### src/rtl/tomasulo_pkg.sv
// Shared widths, unit encoding and payload types for the Tomasulo dispatch slice.
package tomasulo_pkg;

    localparam int unsigned XLEN     = 32;
    localparam int unsigned TAG_W    = 6;
    localparam int unsigned NUM_TAGS = 2 ** TAG_W;
    localparam int unsigned NUM_REGS = 32;
    localparam int unsigned REG_W    = $clog2(NUM_REGS);
    localparam int unsigned COUNT_W  = TAG_W + 1;

    typedef enum logic [1:0] {
        UNIT_ALU = 2'd0,
        UNIT_AGU = 2'd1,
        UNIT_MUL = 2'd2,
        UNIT_DIV = 2'd3
    } unit_e;

    typedef struct packed {
        logic             busy;
        logic [TAG_W-1:0] tag;
    } reg_status_t;

    typedef struct packed {
        logic [XLEN-1:0]  data;
        logic [TAG_W-1:0] tag;
        logic             valid;
    } operand_t;

    // Read a source operand from pre-update state, forwarding a matching CDB result.
    function automatic operand_t resolve_operand(
        input logic             used,
        input logic             is_x0,
        input reg_status_t      st,
        input logic [XLEN-1:0]  rf_data,
        input logic             cdb_valid,
        input logic [TAG_W-1:0] cdb_tag,
        input logic [XLEN-1:0]  cdb_data
    );
        operand_t op;
        op.data  = '0;
        op.tag   = '0;
        op.valid = 1'b1;
        if (used && !is_x0) begin
            if (!st.busy) begin
                op.data = rf_data;
            end else if (cdb_valid && (cdb_tag == st.tag)) begin
                op.data = cdb_data;
            end else begin
                op.valid = 1'b0;
                op.tag   = st.tag;
            end
        end
        return op;
    endfunction

endpackage

### src/rtl/tomasulo_dispatch_unit_tag_free_list.sv
// Circular FIFO of free destination tags; reset fills it with every tag in order.
module tag_free_list
    import tomasulo_pkg::*;
(
    input  logic               clk,
    input  logic               rst,
    input  logic               push,
    input  logic [TAG_W-1:0]   push_tag,
    input  logic               pop,
    output logic [TAG_W-1:0]   head,
    output logic               empty,
    output logic [COUNT_W-1:0] count
);

    logic [TAG_W-1:0] mem [NUM_TAGS];
    logic [TAG_W-1:0] head_ptr;
    logic [TAG_W-1:0] tail_ptr;
    logic             do_pop;

    assign head   = mem[head_ptr];
    assign empty  = (count == '0);
    assign do_pop = pop & ~empty;

    // Pointers wrap naturally since the depth is a power of two.
    always_ff @(posedge clk or negedge rst) begin
        if (!rst) begin
            for (int unsigned i = 0; i < NUM_TAGS; i++) begin
                mem[i] <= TAG_W'(i);
            end
            head_ptr <= '0;
            tail_ptr <= '0;
            count    <= COUNT_W'(NUM_TAGS);
        end else begin
            if (push) begin
                mem[tail_ptr] <= push_tag;
                tail_ptr      <= tail_ptr + 1'b1;
            end
            if (do_pop) begin
                head_ptr <= head_ptr + 1'b1;
            end
            count <= count + COUNT_W'(push) - COUNT_W'(do_pop);
        end
    end

endmodule

### src/rtl/tomasulo_dispatch_unit.sv
// In-order dispatch: renames through the status table, allocates tags, steers to one queue.
module tomasulo_dispatch_unit
    import tomasulo_pkg::*;
(
    input  logic               clk,
    input  logic               rst,
    input  logic               iq_valid,
    output logic               iq_ready,
    input  logic [1:0]         iq_unit,
    input  logic [REG_W-1:0]   iq_rs1,
    input  logic [REG_W-1:0]   iq_rs2,
    input  logic [REG_W-1:0]   iq_rd,
    input  logic               iq_rs1_used,
    input  logic               iq_rs2_used,
    input  logic               iq_rd_used,
    input  logic               iq_op2_imm,
    input  logic [XLEN-1:0]    iq_imm,
    input  logic [2:0]         iq_funct3,
    input  logic [2:0]         iq_alu_ext,
    input  logic               iq_agu_ls,
    output logic [XLEN-1:0]    queue_op1_data,
    output logic [XLEN-1:0]    queue_op2_data,
    output logic [TAG_W-1:0]   queue_op1_tag,
    output logic [TAG_W-1:0]   queue_op2_tag,
    output logic               queue_op1_data_valid,
    output logic               queue_op2_data_valid,
    output logic [TAG_W-1:0]   queue_rd_tag,
    output logic               queue_rd_tag_valid,
    output logic [2:0]         queue_funct3,
    output logic [2:0]         queue_alu_ext,
    output logic               queue_agu_ls,
    output logic [XLEN-1:0]    queue_agu_imm,
    output logic               queue_alu_en,
    output logic               queue_agu_en,
    output logic               queue_mul_en,
    output logic               queue_div_en,
    input  logic               queue_alu_full,
    input  logic               queue_agu_full,
    input  logic               queue_mul_full,
    input  logic               queue_div_full,
    input  logic               cdb_valid,
    input  logic [TAG_W-1:0]   cdb_tag,
    input  logic [XLEN-1:0]    cdb_data
);

    logic [XLEN-1:0] regs   [NUM_REGS];
    reg_status_t     status [NUM_REGS];

    logic [TAG_W-1:0]   fl_head;
    logic               fl_empty;
    logic [COUNT_W-1:0] fl_count;

    logic     unit_full;
    logic     need_tag;
    logic     accept;
    logic     alloc;
    operand_t op1;
    operand_t op2;

    tag_free_list u_free_list (
        .clk      (clk),
        .rst      (rst),
        .push     (cdb_valid),
        .push_tag (cdb_tag),
        .pop      (alloc),
        .head     (fl_head),
        .empty    (fl_empty),
        .count    (fl_count)
    );

    // Acceptance: target queue has room and, if a destination is written, a tag is free.
    always_comb begin
        unit_full = 1'b0;
        case (unit_e'(iq_unit))
            UNIT_ALU: unit_full = queue_alu_full;
            UNIT_AGU: unit_full = queue_agu_full;
            UNIT_MUL: unit_full = queue_mul_full;
            UNIT_DIV: unit_full = queue_div_full;
            default:  unit_full = 1'b1;
        endcase
        need_tag = iq_rd_used & (iq_rd != '0);
        accept   = rst & iq_valid & ~unit_full & (~need_tag | ~fl_empty);
        alloc    = accept & need_tag;
    end

    // Operand and payload steering toward the queues.
    always_comb begin
        op1 = resolve_operand(iq_rs1_used, iq_rs1 == '0, status[iq_rs1], regs[iq_rs1],
                              cdb_valid, cdb_tag, cdb_data);
        op2 = resolve_operand(iq_rs2_used, iq_rs2 == '0, status[iq_rs2], regs[iq_rs2],
                              cdb_valid, cdb_tag, cdb_data);
        if (iq_op2_imm && (unit_e'(iq_unit) == UNIT_ALU)) begin
            op2.data  = iq_imm;
            op2.tag   = '0;
            op2.valid = 1'b1;
        end

        iq_ready             = accept;
        queue_op1_data       = op1.data;
        queue_op1_tag        = op1.tag;
        queue_op1_data_valid = op1.valid;
        queue_op2_data       = op2.data;
        queue_op2_tag        = op2.tag;
        queue_op2_data_valid = op2.valid;
        queue_rd_tag         = need_tag ? fl_head : '0;
        queue_rd_tag_valid   = need_tag;
        queue_funct3         = iq_funct3;
        queue_alu_ext        = iq_alu_ext;
        queue_agu_ls         = iq_agu_ls;
        queue_agu_imm        = iq_imm;
        queue_alu_en         = accept & (unit_e'(iq_unit) == UNIT_ALU);
        queue_agu_en         = accept & (unit_e'(iq_unit) == UNIT_AGU);
        queue_mul_en         = accept & (unit_e'(iq_unit) == UNIT_MUL);
        queue_div_en         = accept & (unit_e'(iq_unit) == UNIT_DIV);
    end

    // Retire CDB results; a same-cycle re-tag wins the status entry but the value still lands.
    always_ff @(posedge clk or negedge rst) begin
        if (!rst) begin
            for (int unsigned r = 0; r < NUM_REGS; r++) begin
                regs[r]   <= '0;
                status[r] <= '0;
            end
        end else begin
            if (cdb_valid) begin
                for (int unsigned r = 1; r < NUM_REGS; r++) begin
                    if (status[r].busy && (status[r].tag == cdb_tag)) begin
                        regs[r]        <= cdb_data;
                        status[r].busy <= 1'b0;
                    end
                end
            end
            if (alloc) begin
                status[iq_rd] <= '{busy: 1'b1, tag: fl_head};
            end
        end
    end

    // Only allocated tags are ever broadcast, so a full free list never sees a push.
    assert property (@(posedge clk) disable iff (!rst)
        !(cdb_valid && (fl_count == COUNT_W'(NUM_TAGS))));

endmodule

### config.mk
export PLATFORM = sky130hd
export DESIGN_NAME = tomasulo_dispatch_unit
export DESIGN_NICKNAME = d
export VERILOG_FILES = /design/src/rtl/tomasulo_pkg.sv /design/src/rtl/tomasulo_dispatch_unit_tag_free_list.sv /design/src/rtl/tomasulo_dispatch_unit.sv
export SDC_FILE = /design/constraint.sdc
export NUM_CORES = 2
export LEC_CHECK = 0
export ABC_CLOCK_PERIOD_IN_PS = 9300
export BUFFER_PORTS_ARGS = -buffer_cell sky130_fd_sc_hd__buf_2
export CAP_MARGIN = 25
export CORE_ASPECT_RATIO = 0.5
export CORE_UTILIZATION = 45
export CTS_CLUSTER_DIAMETER = 50
export CTS_CLUSTER_SIZE = 12
export DETAILED_ROUTE_END_ITERATION = 6
export SYNTH_ARGS = -nofsm -noshare
export SYNTH_HDL_FRONTEND = slang
export SYNTH_SLANG_ARGS = --single-unit
### constraint.sdc
create_clock -name clk -period 9.3 [get_ports clk]
set_input_delay 1.395 -clock clk [delete_from_list [all_inputs] [get_ports clk]]
set_output_delay 1.395 -clock clk [all_outputs]
set_load 0.005 [all_outputs]
# [Word-level counts from Yosys, hierarchy flattened]
# Index checks and enable logic that the tools add are counted.
[op_classes] addsub=4 n_lt_le_gt_ge=7 n_eq_ne=36 muxes=97 bitwise_logic=19 reduce_logical=76
[op_table] cell="384-bit bitwise mux" count=1
[op_table] cell="32-bit binary-select mux with 5-bit select" count=2
[op_table] cell="32-bit two-way mux" count=8
[op_table] cell="224-bit bitwise mux" count=1
[op_table] cell="217-bit two-way mux" count=1
[op_table] cell="6-bit equality test" count=33
[op_table] cell="39-bit two-way mux" count=3
[op_table] cell="7-bit binary-select mux with 5-bit select" count=2
[op_table] cell="7-bit two-way mux" count=9
[op_table] cell="1-bit two-way mux" count=62
[op_table] cell="2-bit AND reduction" count=31
[op_table] cell="1-bit logical AND" count=38
[op_table] cell="6-bit binary-select mux with 6-bit select" count=1
[op_table] cell="6-bit demux with 6-bit select" count=1
[op_table] cell="7-bit demux with 5-bit select" count=1
[op_table] cell="6-bit two-way mux" count=4
[op_table] cell="6-bit >= comparator (second input constant)" count=3
[op_table] cell="5-bit inverter with 6-bit output" count=3
[op_table] cell="7-bit >= comparator (second input constant)" count=2
[op_table] cell="6-bit inverter with 7-bit output" count=2
[op_table] cell="6-bit by 1-bit adder with 6-bit output (second input constant)" count=2
[op_table] cell="1-bit AND" count=10
[op_table] cell="5-bit logical NOT" count=2
[op_table] cell="7-bit by 1-bit adder with 7-bit output" count=1
[op_table] cell="12 further kinds" count=16
[word_totals] ff_bits=1619 out_inout_bits=129 word_cells=401

# [Logic depth before layout (Yosys ltp)]
[depth] ltp_word=10 depth_mapped=19

# [Hierarchy]
# Synthesis repeated with hierarchy kept, for this count alone.
[unflattened] cells_unflattened=6016 hier_area_um2=88092.0
[by_module_without_submodules] module="tomasulo_dispatch_unit" instances=1 cells_per_inst=4753 area_per_inst_um2=69091.3 seq_area_each_um2=30429.2
[by_module_without_submodules] module="tag_free_list" instances=1 cells_per_inst=1263 area_per_inst_um2=19000.7 seq_area_each_um2=10326.2

# [Least setup slack after synthesis]
# No wires, ideal clock.
[synth_path] path_type="input port to output port" startpoint="input iq_rs2[1]" endpoint="output queue_op2_data[10]" arrival_ns=3.736 required_time_ns=7.905 setup_slack_ns=4.169 stages=10 path_cell_list="buf_4 buf_4 buf_2 clkbuf_1 clkbuf_1 mux4_2 mux4_2 mux2i_1 a2bb2oi_1 o41ai_1"
[synth_via] elab_chain_cells=10
[synth_rtl] element="start, declared" line="tomasulo_dispatch_unit.sv:11" source="input logic [REG_W-1:0] iq_rs2,"
[synth_rtl] element="5-bit inverter with 6-bit output (not written as such)" line="tomasulo_dispatch_unit.sv:90" source="op2 = resolve_operand(iq_rs2_used, iq_rs2 == '0, status[iq_rs2], regs[iq_rs2],"
[synth_rtl] element="7-bit binary-select mux with 5-bit select" line="tomasulo_dispatch_unit.sv:90"
[synth_rtl] element="7-bit two-way mux (not written as such) (2 in series)" line="tomasulo_dispatch_unit.sv:90"
[synth_rtl] element="6-bit equality test" line="tomasulo_pkg.sv:46" source="end else if (cdb_valid && (cdb_tag == st.tag)) begin"
[synth_rtl] element="1-bit logical AND" line="tomasulo_pkg.sv:46"
[synth_rtl] element="32-bit two-way mux" line="tomasulo_pkg.sv:46"
[synth_rtl] element="32-bit two-way mux" line="tomasulo_pkg.sv:44" source="if (!st.busy) begin"
[synth_rtl] element="39-bit two-way mux *" line="tomasulo_pkg.sv:43" source="if (used && !is_x0) begin"
[synth_rtl] element="39-bit two-way mux *" line="tomasulo_dispatch_unit.sv:92" source="if (iq_op2_imm && (unit_e'(iq_unit) == UNIT_ALU)) begin"
[synth_rtl] element="end, declared" line="tomasulo_dispatch_unit.sv:22" source="output logic [XLEN-1:0] queue_op2_data,"
# Every way passes the cells marked *; elsewhere a longest branch is shown, timed or not. The select of a mux whose other input is x is not followed.

# [Worst setup path in the final report]
[layout_path] startpoint="input iq_rs1[1]" endpoint="output queue_op1_data[8]"
[layout_via] elab_chain_cells=9
[layout_rtl] element="start, declared" line="tomasulo_dispatch_unit.sv:10" source="input logic [REG_W-1:0] iq_rs1,"
[layout_rtl] element="5-bit inverter with 6-bit output (not written as such)" line="tomasulo_dispatch_unit.sv:88" source="op1 = resolve_operand(iq_rs1_used, iq_rs1 == '0, status[iq_rs1], regs[iq_rs1],"
[layout_rtl] element="7-bit binary-select mux with 5-bit select" line="tomasulo_dispatch_unit.sv:88"
[layout_rtl] element="7-bit two-way mux (not written as such) (2 in series)" line="tomasulo_dispatch_unit.sv:88"
[layout_rtl] element="6-bit equality test" line="tomasulo_pkg.sv:46"
[layout_rtl] element="1-bit logical AND" line="tomasulo_pkg.sv:46"
[layout_rtl] element="32-bit two-way mux" line="tomasulo_pkg.sv:46"
[layout_rtl] element="32-bit two-way mux" line="tomasulo_pkg.sv:44"
[layout_rtl] element="39-bit two-way mux *" line="tomasulo_pkg.sv:43"
[layout_rtl] element="end, declared" line="tomasulo_dispatch_unit.sv:21" source="output logic [XLEN-1:0] queue_op1_data,"
# Marked as above.

==> metrics.csv <==
stage,metric,value,unit
outcome,status,"finished, violations left",
outcome,failing checks,design-rule violations,
sta,period utilisation layout,78.0,%
sta,RSZ-0062 raised after global routing,no,
cells_and_area,area delta synth->final,8.37,%
critical_path,Startpoint Class,primary input,
clocking,CTS tree,yes,
job,MaxCap Viol Count,0,
critical_path,endpoint class of the critical path,output pin,
clocking,Max clock buf depth,4,
synthesis,Yosys warnings,32,
clocking,clock transition at the registers of the reported paths,0.06,ns
power,leak pwr,42.1,nW
placement,dpl cell area,90400,um2
cells_and_area,multi-input logic area,44000,um2
floorplan,Die Y,314,um
floorplan,io pins,235,
cells_and_area,Sequential Area,40800,um2
detailed_routing,Starting DRT DRC Count,5128,
placement,placed cells,8209,
floorplan,num rows,114,
critical_path,R2R Path End,status[156]$_DFFE_PN0P_,
clocking,post-cts hold buffer count,0,
critical_path,crit-path max FO,71,
floorplan,initial core utilization,45.4,%
clocking,post-CTS setup repair buffer count,0,
global_routing,largest net degree at the start of global routing,177,
synthesis,Post-Syn Area,87900,um2
sta,final hold slack,0.410,ns
cells_and_area,post-route insts no fill,8448,
clocking,Root Buffer,clkbuf_16,
sta,Worst-Margin Slew,1.16,ns
worst_hold_path,Min-Delay Path Class,reg2reg,
global_routing,initial antenna violation count,10,
cells_and_area,number of fill cells,16300,
critical_path,Worst Setup Path Type,in2out,
detailed_routing,Routed Antenna Nets,0,
synthesis,post-synthesis cell count,5924,
critical_path,r2r setup slk,4.52,ns
placement,# port buffers,220,
synthesis,Post-Syn Nets,6042,
critical_path,Critical Path AT,5.86,ns
critical_path,reg-to-reg startpoint,u_free_list.head_ptr[0]$_DFFE_PN0P_,
clocking,post-CTS sizing,0,
floorplan,die width,627,um
placement,DP Wirelength,160,mm
placement,Routability Congestion,0.908,
cells_and_area,Finished Cell Area,95200,um2
sta,Pins Over Slew Limit,0,
synthesis,ys flop type,dfrtp_1,
sta,slew margin rel.,22.4,%
synthesis,"EDFF count, synth",0,
global_routing,GR Util All Layers,28.2,%
detailed_routing,DR DRC count,27,
cells_and_area,Final nets,5896,
synthesis,Seq cells post-synth,1619,
clocking,TritonCTS Buffers,167,
sta,Worst Clk Skew,0.0666,ns
synthesis,syn avg cell area,14.8,um2
worst_hold_path,Hold Path Origin,status[223]$_DFFE_PN0P_,
global_routing,vias in the first global route,59000,
critical_path,Reg2Reg Depth,6,
worst_hold_path,Hold Crit Depth,0,
floorplan,die area,197000,um2
detailed_routing,WL/cell,32.7,um
clocking,TritonCTS sink count,1619,
detailed_routing,Vias,55200,
floorplan,Core ar.,194000,um2
global_routing,first-pass GRT wire length,409,mm
power,Power Density,237,nW/um2
sta,min Tclk post-route,7.26,ns
sta,Final setup viols,0,
critical_path,Critical Path RT,7.91,ns
cells_and_area,fraction of layout cells with a size suffix above 1,53.6,%
detailed_routing,vias per inst,6.53,
sta,Fin. Hold Viols,0,
power,Max VDD drop,0.313,mV
clocking,clk_lat worst skew,0.84,ns
synthesis,"FFs w/ async S/R, synth",100,%
synthesis,sequential area share after synthesis,46.4,%
global_routing,gr ovfl total,0,
synthesis,library cells used by synthesis,54,
sta,setup TNS,0,ns
worst_hold_path,Worst Hold End,status[223]$_DFFE_PN0P_,
detailed_routing,Total Wirelength,276,mm
detailed_routing,DRT Pass-1 Iters,7,
sta,maximum clock frequency,138,MHz
clocking,H-tree lvl count,4,
cells_and_area,Layout Utilization,49.2,%
==> how the worst max path moves through the flow <==
stage | from | endpoint | slack (ns)
after floorplan | iq_rs2[1] | queue_op2_data[10] | 4.17
after global placement | iq_rs1[1] | queue_op1_data[31] | 1.98
after detailed placement | iq_rs1[1] | queue_op1_data[8] | 2.08
after CTS | iq_rs1[1] | queue_op1_data[8] | 2.05
after global routing | iq_rs1[1] | queue_op1_data[8] | 1.89
final | iq_rs1[1] | queue_op1_data[8] | 2.04
==> cell usage after synthesis (2+ instances only) <==
cell type,instances,area share [%]
or2_2,8,0.057
o21ai_0,22,0.13
nor2_2,4,0.028
ha_1,11,0.16
and2_1,36,0.26
nand3b_1,6,0.051
nor3b_1,8,0.068
and3_1,2,0.014
clkbuf_1,350,1.5
nand2_1,74,0.32
buf_8,2,0.034
dfrtp_1,1426,41
a22o_1,63,0.63
a22oi_1,112,0.96
inv_1,80,0.34
mux2_2,1628,21
nand3_1,19,0.11
buf_6,10,0.13
buf_4,57,0.49
a311oi_1,4,0.040
o211a_1,12,0.14
a21oi_1,58,0.33
a2bb2oi_1,32,0.32
xnor2_1,115,1.1
o41ai_1,65,0.65
buf_2,167,0.95
nor2_1,43,0.18
dfstp_2,193,5.8
mux2i_1,237,2.7
nand2b_1,39,0.28
nor4_1,43,0.31
o211ai_1,36,0.31
or3b_2,2,0.020
o22ai_1,15,0.11
xor2_1,98,0.98
nor2_4,5,0.064
and3b_1,4,0.040
mux4_2,707,18
nor3_1,6,0.034
buf_1,61,0.26
nand4_1,38,0.27
nor2b_1,14,0.10
==> where the power goes <==
part           internal (W)  switching [W]  total, W  leakage (nW)
Sequential          0.00888        0.00134    0.0102          21.1
Combinational       0.00332        0.00279   0.00611          18.8
Clock               0.00339        0.00283   0.00622          2.25
==> logic make-up after synthesis <==
group,share of synthesized area (%)
buf+inv,3.70
xor+xnor,2.12
mux,41.7
compound gates,3.65
fa+ha+maj,0.179
simple gates,2.26
flops,46.4
==> per-stage QoR <==
stage / worst slack [ns] / power, W
finish: 2.04 / 0.0225
detailed placement: 2.08 / 0.0164
global placement: 1.98 / 0.0161
floorplan: 4.17 / 0.0143
CTS: 2.05 / 0.0227
global route: 1.89 / 0.0236
==> layer usage <==
layer	track usage (%)	vias to the layer above	routed length [um]	share of wire (%)
met1	38.6	30200	116000	42
met3	5.36	566	18700	6.8
li1	-	22200	-	-
met2	44.6	2190	130000	47
met4	11.1	2	11600	4.2
met5	0	-	7	0.0025
==> cell usage in the layout, fill, tap and decap left out, types with 98 or more instances in the layout <==
master,instances
a22oi_1,112
buf_2,209
clkbuf_16,167
dfrtp_1,1422
dfstp_2,193
mux2_2,1628
mux2i_1,237
mux4_2,707
xnor2_1,115
xor2_1,98
==> state kept, by name, indices dropped and copies added (netlist names) <==
signal                cells
regs                    992
status                  224
u_free_list.count         7
u_free_list.head_ptr      6
u_free_list.mem         384
u_free_list.tail_ptr      6
==> critical path, stage by stage <==
cell,delay (ns)
buf_8,0.51
buf_4,0.42
buf_4,0.34
mux4_2,0.54
mux4_2,0.47
mux2i_1,0.24
nor2b_4,0.76
buf_4,0.35
o211ai_1,0.37
o41ai_1,0.20
buf_2,0.19
==> area by class of cell <==
cell class	count	area share, %
multi-input combinational	3577	46.2
sequential	1619	42.8
clock buffer	209	4.60
tap	2610	3.43
timing repair buffer	332	2.41
inverter	81	0.321
clock inverter	18	0.235
antenna	2	0.00526
(Power assumes the default switching activity.)
